### config.mk
export PLATFORM = sky130hd
export DESIGN_NAME = tap_merge4
export DESIGN_NICKNAME = d
export VERILOG_FILES = /design/src/rtl/tap_merge4.sv
export SDC_FILE = /design/constraint.sdc
export NUM_CORES = 1
export LEC_CHECK = 0
export ABC_AREA = 0
export CAP_MARGIN = 25
export CORE_MARGIN = 2
export CORE_UTILIZATION = 28
export DETAILED_ROUTE_END_ITERATION = 10
export PLACE_DENSITY = 0.51
export SETUP_SLACK_MARGIN = 0.02
export SLEW_MARGIN = 20
export SYNTH_ARGS = -nofsm -noshare
export SYNTH_HDL_FRONTEND = slang
export SYNTH_SLANG_ARGS = --single-unit
### constraint.sdc
create_clock -name clk -period 3.2 [get_ports clk]
set_clock_uncertainty 0.15 [all_clocks]
set_input_delay 0.8 -clock clk [delete_from_list [all_inputs] [get_ports clk]]
set_output_delay 0.8 -clock clk [all_outputs]
set_load 0.005 [all_outputs]
### src/rtl/tap_merge4.sv
// Four-lane tap merger: re-serialises one 15-bit tap per lane onto a single
// stream in strict lane order 0..3, flagging lane 3 as end of group.
// Optional running group sum on out_sum when TAP_MERGE_SUM_EN is defined.
module tap_merge4 #(
  parameter int DATA_W = 15,
  parameter int CNT_W  = 16
) (
  input  logic              clk,
  input  logic              rst_n,
  input  logic              in_valid_0,
  input  logic              in_valid_1,
  input  logic              in_valid_2,
  input  logic              in_valid_3,
  input  logic [DATA_W-1:0] in_data_0,
  input  logic [DATA_W-1:0] in_data_1,
  input  logic [DATA_W-1:0] in_data_2,
  input  logic [DATA_W-1:0] in_data_3,
  output logic              in_ready_0,
  output logic              in_ready_1,
  output logic              in_ready_2,
  output logic              in_ready_3,
  output logic              out_valid,
  input  logic              out_ready,
  output logic [DATA_W-1:0] out_data,
  output logic [1:0]        out_lane,
  output logic              out_last,
  output logic [CNT_W-1:0]  grp_cnt
`ifdef TAP_MERGE_SUM_EN
  ,
  output logic [DATA_W+1:0] out_sum
`endif
);

  logic [3:0]        in_valid;
  logic [3:0]        full;
  logic [DATA_W-1:0] in_data  [4];
  logic [DATA_W-1:0] lane_buf [4];
  logic [1:0]        sel;
  logic              load;

  assign in_valid   = {in_valid_3, in_valid_2, in_valid_1, in_valid_0};
  assign in_data[0] = in_data_0;
  assign in_data[1] = in_data_1;
  assign in_data[2] = in_data_2;
  assign in_data[3] = in_data_3;

  // in_ready comes straight from the full flags, so it never depends on out_ready
  assign in_ready_0 = ~full[0];
  assign in_ready_1 = ~full[1];
  assign in_ready_2 = ~full[2];
  assign in_ready_3 = ~full[3];

  assign load = full[sel] && (!out_valid || out_ready);

  always_ff @(posedge clk or negedge rst_n) begin
    if (!rst_n) begin
      full <= '0;
      for (int i = 0; i < 4; i++) lane_buf[i] <= '0;
    end else begin
      for (int i = 0; i < 4; i++) begin
        if (load && (sel == 2'(i))) begin
          full[i] <= 1'b0;
        end else if (in_valid[i] && !full[i]) begin
          full[i]     <= 1'b1;
          lane_buf[i] <= in_data[i];
        end
      end
    end
  end

  always_ff @(posedge clk or negedge rst_n) begin
    if (!rst_n) begin
      out_valid <= 1'b0;
      out_data  <= '0;
      out_lane  <= 2'd0;
      out_last  <= 1'b0;
      sel       <= 2'd0;
      grp_cnt   <= '0;
    end else begin
      if (load) begin
        out_valid <= 1'b1;
        out_data  <= lane_buf[sel];
        out_lane  <= sel;
        out_last  <= (sel == 2'd3);
        sel       <= sel + 2'd1;
      end else if (out_ready) begin
        out_valid <= 1'b0;
      end
      if (out_valid && out_ready && out_last) begin
        grp_cnt <= grp_cnt + CNT_W'(1);
      end
    end
  end

`ifdef TAP_MERGE_SUM_EN
  // Two guard bits make the sum of four full-scale taps exact
  logic [DATA_W+1:0] acc;
  logic [DATA_W+1:0] tap_ext;

  assign tap_ext = {2'b00, lane_buf[sel]};

  always_ff @(posedge clk or negedge rst_n) begin
    if (!rst_n) begin
      acc     <= '0;
      out_sum <= '0;
    end else if (load) begin
      if (sel == 2'd0) acc <= tap_ext;
      else             acc <= acc + tap_ext;
      if (sel == 2'd3) out_sum <= acc + tap_ext;
    end
  end
`endif

endmodule

After elaboration in Yosys (flattened, before gate mapping)
Index checks and enable logic that the tools add are counted.
{"block": "word_totals", "reg_bits": 101, "output_inout_bits": 39}
{"block": "classes", "n_addsub": 2, "n_lt_le_gt_ge": 2, "n_eq_ne": 3, "n_mux": 15, "bitwise_logic": 9, "reduce_logical": 27}
{"operator": "$bmux W15 S2", "n": 1}
{"operator": "$mux W15", "n": 2}
{"operator": "$add A16 B1 Y16 const B", "n": 1}
{"operator": "$logic_and A1 B1 Y1", "n": 11}
{"operator": "$mux W1", "n": 11}
{"operator": "$reduce_bool A2 Y1", "n": 5}
{"operator": "$not A1 Y1", "n": 8}
{"operator": "$reduce_and A2 Y1", "n": 4}
{"operator": "$logic_not A1 Y1", "n": 5}
{"operator": "$eq A2 B2 Y1 const B", "n": 2}
{"operator": "$ge A3 B3 Y1 const B", "n": 1}
{"operator": "$lt A2 B3 Y1 const B", "n": 1}
{"operator": "$not A2 Y3", "n": 1}
{"operator": "$add A2 B1 Y2 const B", "n": 1}
{"operator": "$bmux W1 S2", "n": 1}
{"operator": "$eq A2 B1 Y1 const B", "n": 1}
{"operator": "$logic_not A2 Y1", "n": 1}
{"operator": "$logic_or A1 B1 Y1", "n": 1}

Logic depth before layout (Yosys ltp)
{"block": "depth", "word_depth": 6, "mapped_depth": 9, "depth_no_buf": 5}

Worst setup path before layout
Ideal clock, no wire load.
{"block": "synth_timing", "kind": "register to register", "start": "register sel[0]", "end": "register lane_buf[20] (netlist bit)", "setup_ns": 0.125, "t_arrival_ns": 1.988, "path_slack_ns": 0.937, "stages_incl_launch_ff": 10, "n_path_buf": 4, "period_less_slack_ns": 2.263, "path_cell_list": "dfrtp_1 buf_2 buf_2 inv_1 ha_1 nand3_1 and3_1 buf_6 buf_12 mux2_4"}
{"block": "synth_between", "elab_chain_len": 6, "elab_cells_between_ends": 7}
{"element": "start: declaration", "line_no": "38", "rtl": "logic [1:0] sel;"}
{"element": "start signal: assignment", "line_no": "85", "rtl": "sel <= sel + 2'd1;"}
{"element": "$bmux W1 S2", "line_no": "53", "rtl": "assign load = full[sel] && (!out_valid || out_ready);"}
{"element": "$mux W1 (not written as such)", "line_no": "53"}
{"element": "$logic_and A1 B1 Y1", "line_no": "53"}
{"element": "$logic_and A1 B1 Y1 *", "line_no": "61", "rtl": "if (load && (sel == 2'(i))) begin"}
{"element": "$not A1 Y1 (no line) *"}
{"element": "$reduce_and A2 Y1 (no line) *"}
{"element": "end signal: indexed assignment", "line_no": "65", "rtl": "lane_buf[i] <= in_data[i];"}
{"element": "end: declaration", "line_no": "37", "rtl": "logic [DATA_W-1:0] lane_buf [4];"}
Mark *: on every way between the ends. The rest lies on a longest branch, timed or not. The select of a mux whose other input is x is not followed.
A chain may end at the register's enable or synchronous reset.

Worst setup path after layout
{"block": "layout_timing", "start": "input out_ready", "end": "register lane_buf[15] (netlist bit)"}
{"block": "layout_between", "elab_chain_len": 5}
{"element": "start: declaration", "line_no": "23", "rtl": "input logic out_ready,"}
{"element": "$logic_or A1 B1 Y1", "line_no": "53"}
{"element": "$logic_and A1 B1 Y1", "line_no": "53"}
{"element": "$logic_and A1 B1 Y1", "line_no": "61"}
{"element": "$not A1 Y1 (no line)"}
{"element": "$reduce_and A2 Y1 (no line)"}
Every way passes these cells.

==> impl_results.md <==
* RSZ-0062 raised after global routing: no
* Fill cells at 1,539
* Antenna-violating nets left at 0
* Crit path required time at 3.28 ns
* Crit Reg-Reg Endpoint: lane_buf[42]
* CP Launch Type: input port
* Crit path DAT at 2.52 ns
* Die width at 132 microns
* Worst-path clk slew at around 0.07 ns
* Synthesized area at about 4600 sq um
* Final Cycle Share at 0.761
* Initial antenna violation count at 0
* CP endpoint: lane_buf[15]
* Worst hold path class: in -> async
* TritonCTS Buffers at 9
* Seq/Total Area, Yosys at 0.553
* Final GP Congestion at roughly 0.79
* Sequential Area at roughly 2500 sq um
* Vias in the first global route at 2,949
* Area of the multi-input gates at about 1900 sq um
* Core region area at 15,900 sq um
* Largest net degree at the start of global routing at 56
* Prevailing post-synth register cell: dfrtp_1
* First-pass GRT wire length at ~17,000 microns
* Layout area overhead at 34.5%
* DIE HEIGHT at between 100 and 150 microns
* H-tree lvl count at 3
* Dpl hpwl at 7390 microns
* Critical path fanouts, max at 15
* Root buffer cell: clkbuf_16
* Unique masters post-synth at 26
* Async S/R FF share, synth at 1.00
* Worst-margin pin slew at 0.540 ns
* Max_cap viols at 0
* Io pins at 106
* Average size of a mapped cell at roughly 16 sq um
* Crit end category: register
* CTS tree: yes
* CP Launch Point: out_ready
* PortBufs at 105
* Final hold viol count at 0
* Total gr overflow at 0
* R2r startpoint: sel[1]
* Total GRT Usage at 0.130
* Number of flops mapped to enable cells by yosys at 0
* Worst slew margin at 0.640
* Commonest cells after routing, fill and taps aside: clkdlybuf4s50_1, dfrtp_1, mux2_4
* Layout cell share with drive strength beyond 1 at 0.303
* FMAX at about 0.4 GHz
* Die area at 17,400 sq um
* Post-CTS setup buffers at 0
* CTS Buffer Depth at 2
* Worst VDD drop at 0.348 mV
* Setup violators final at 0
* Cells after synthesis at ~280
* CTS Sinks at 101
* Total Routed Length at 10,700 microns
* Row count at 46
* Worst hold margin at 0.278 ns
* PostCTS Resize Cnt at 0
* Crit path kind: in -> reg
* Final min period at about 2.4 ns
* Fin nets at 470
* Drt pass-1 iters at 4
* ANT cells at 0
* Pwr Density at 883 nW/um^2
* Wire per inst at 17.3 microns
* Fin. max-slew vios at 0
* Commonest non-fill, non-tap cell in the layout: clkdlybuf4s50_1
* Syn_nets at 356
* Synth Register Bits at 101
* Clock Latency Late Sink at 0.35 ns
* Setup TNS at 0 ns
* Status: completed
* Starting Density at 0.287
* Initial DRC count at 123
* R2R depth at 7
* Leakage at about 2.6 nW
* YS warnings at 0
* Setup slack, reg-to-reg at about 1.0 ns
* # DRC at 0
* Via count at 2,692
* Drt via density at 4.35
* CTS Hold Bufs at 0
==> flip-flops by register name (all words and copies together) (netlist names) <==
name       flops
out_lane       2
sel            2
full           4
out_data      15
out_last       1
grp_cnt       16
lane_buf      60
out_valid      1
==> through the flow <==
step | cell area, sq um | setup WS [ns] | power, mW | utilization | instances
finish | 6140 | 0.766 | 5.42 | 0.385 | 619
global route | 6140 | 0.699 | 5.77 | 0.385 | 619
CTS | 6140 | 0.753 | 5.52 | 0.385 | 619
detailed placement | 5860 | 0.385 | 4.43 | 0.367 | 603
global placement | 5860 | 0.405 | 4.38 | 0.367 | 603
floorplan | 4570 | 0.937 | 3.65 | - | 284
==> cells in the mapped netlist (3+ instances only) <==
cell type / count / area share
buf_6: 4 / 0.0099
mux2_2: 38 / 0.094
xnor2_1: 10 / 0.019
buf_12: 4 / 0.018
mux4_2: 14 / 0.069
nand4_1: 7 / 0.0096
nand3_1: 6 / 0.0066
ha_1: 5 / 0.014
nand2_1: 7 / 0.0058
o21a_1: 4 / 0.0066
xor2_1: 6 / 0.012
nor2_1: 5 / 0.0041
inv_1: 9 / 0.0074
and3_1: 5 / 0.0068
mux2_4: 40 / 0.13
buf_2: 4 / 0.0044
dfrtp_1: 101 / 0.55
nor3_1: 3 / 0.0033
==> kinds of logic (layout without fill, tap and decap cells) <==
logic type      after synthesis  in the layout  synth area share
flops                       101            101             0.553
mux                          94             94             0.306
simple gates                 39             39            0.0463
buf+inv                      23            142            0.0416
xor+xnor                     16             16            0.0307
compound gates                6              6           0.00877
fa+ha+maj                     5              5            0.0137
==> worst min path at each step <==
stage / from / to / slack, ns / cells past startpoint
2_1_floorplan: grp_cnt[15] / grp_cnt[15] / 0.32 / 1
3_3_place_gp: grp_cnt[15] / grp_cnt[15] / 0.31 / 1
3_5_place_dp: grp_cnt[15] / grp_cnt[15] / 0.32 / 1
4_1_cts: rst_n / lane_buf[11] / 0.30 / 1
5_1_grt: rst_n / lane_buf[53] / 0.31 / 1
6_report: rst_n / lane_buf[53] / 0.28 / 1
==> power breakdown <==
group / switching [mW] / internal, mW / total (mW)
Sequential: 0.343 / 1.85 / 2.20
Combinational: 0.699 / 1.47 / 2.17
Clock: 0.487 / 0.572 / 1.06
==> critical path: stages <==
cell and delay [ns]:
clkdlybuf4s50_1 0.47, nand2b_1 0.27, nand3_1 0.14, and3_1 0.16
buf_4 0.29, mux2_2 0.37
==> layer usage <==
metal | global-route usage | wire length [microns] | vias to the layer above
met5 | 0 | 0 | -
met4 | 0.0399 | 109 | 0
met3 | 0.0392 | 502 | 8
met2 | 0.201 | 5060 | 71
met1 | 0.175 | 5060 | 1370
li1 | - | - | 1243
==> area by class of cell <==
class / instances / area share
flip-flops and latches: 101 / 0.411
repair buffers: 117 / 0.191
well taps: 216 / 0.0440
multi-input cells: 160 / 0.301
clock inverters: 5 / 0.00530
clock buffers: 11 / 0.0411
inverters: 9 / 0.00550
Power figures use the tool's default switching activity.
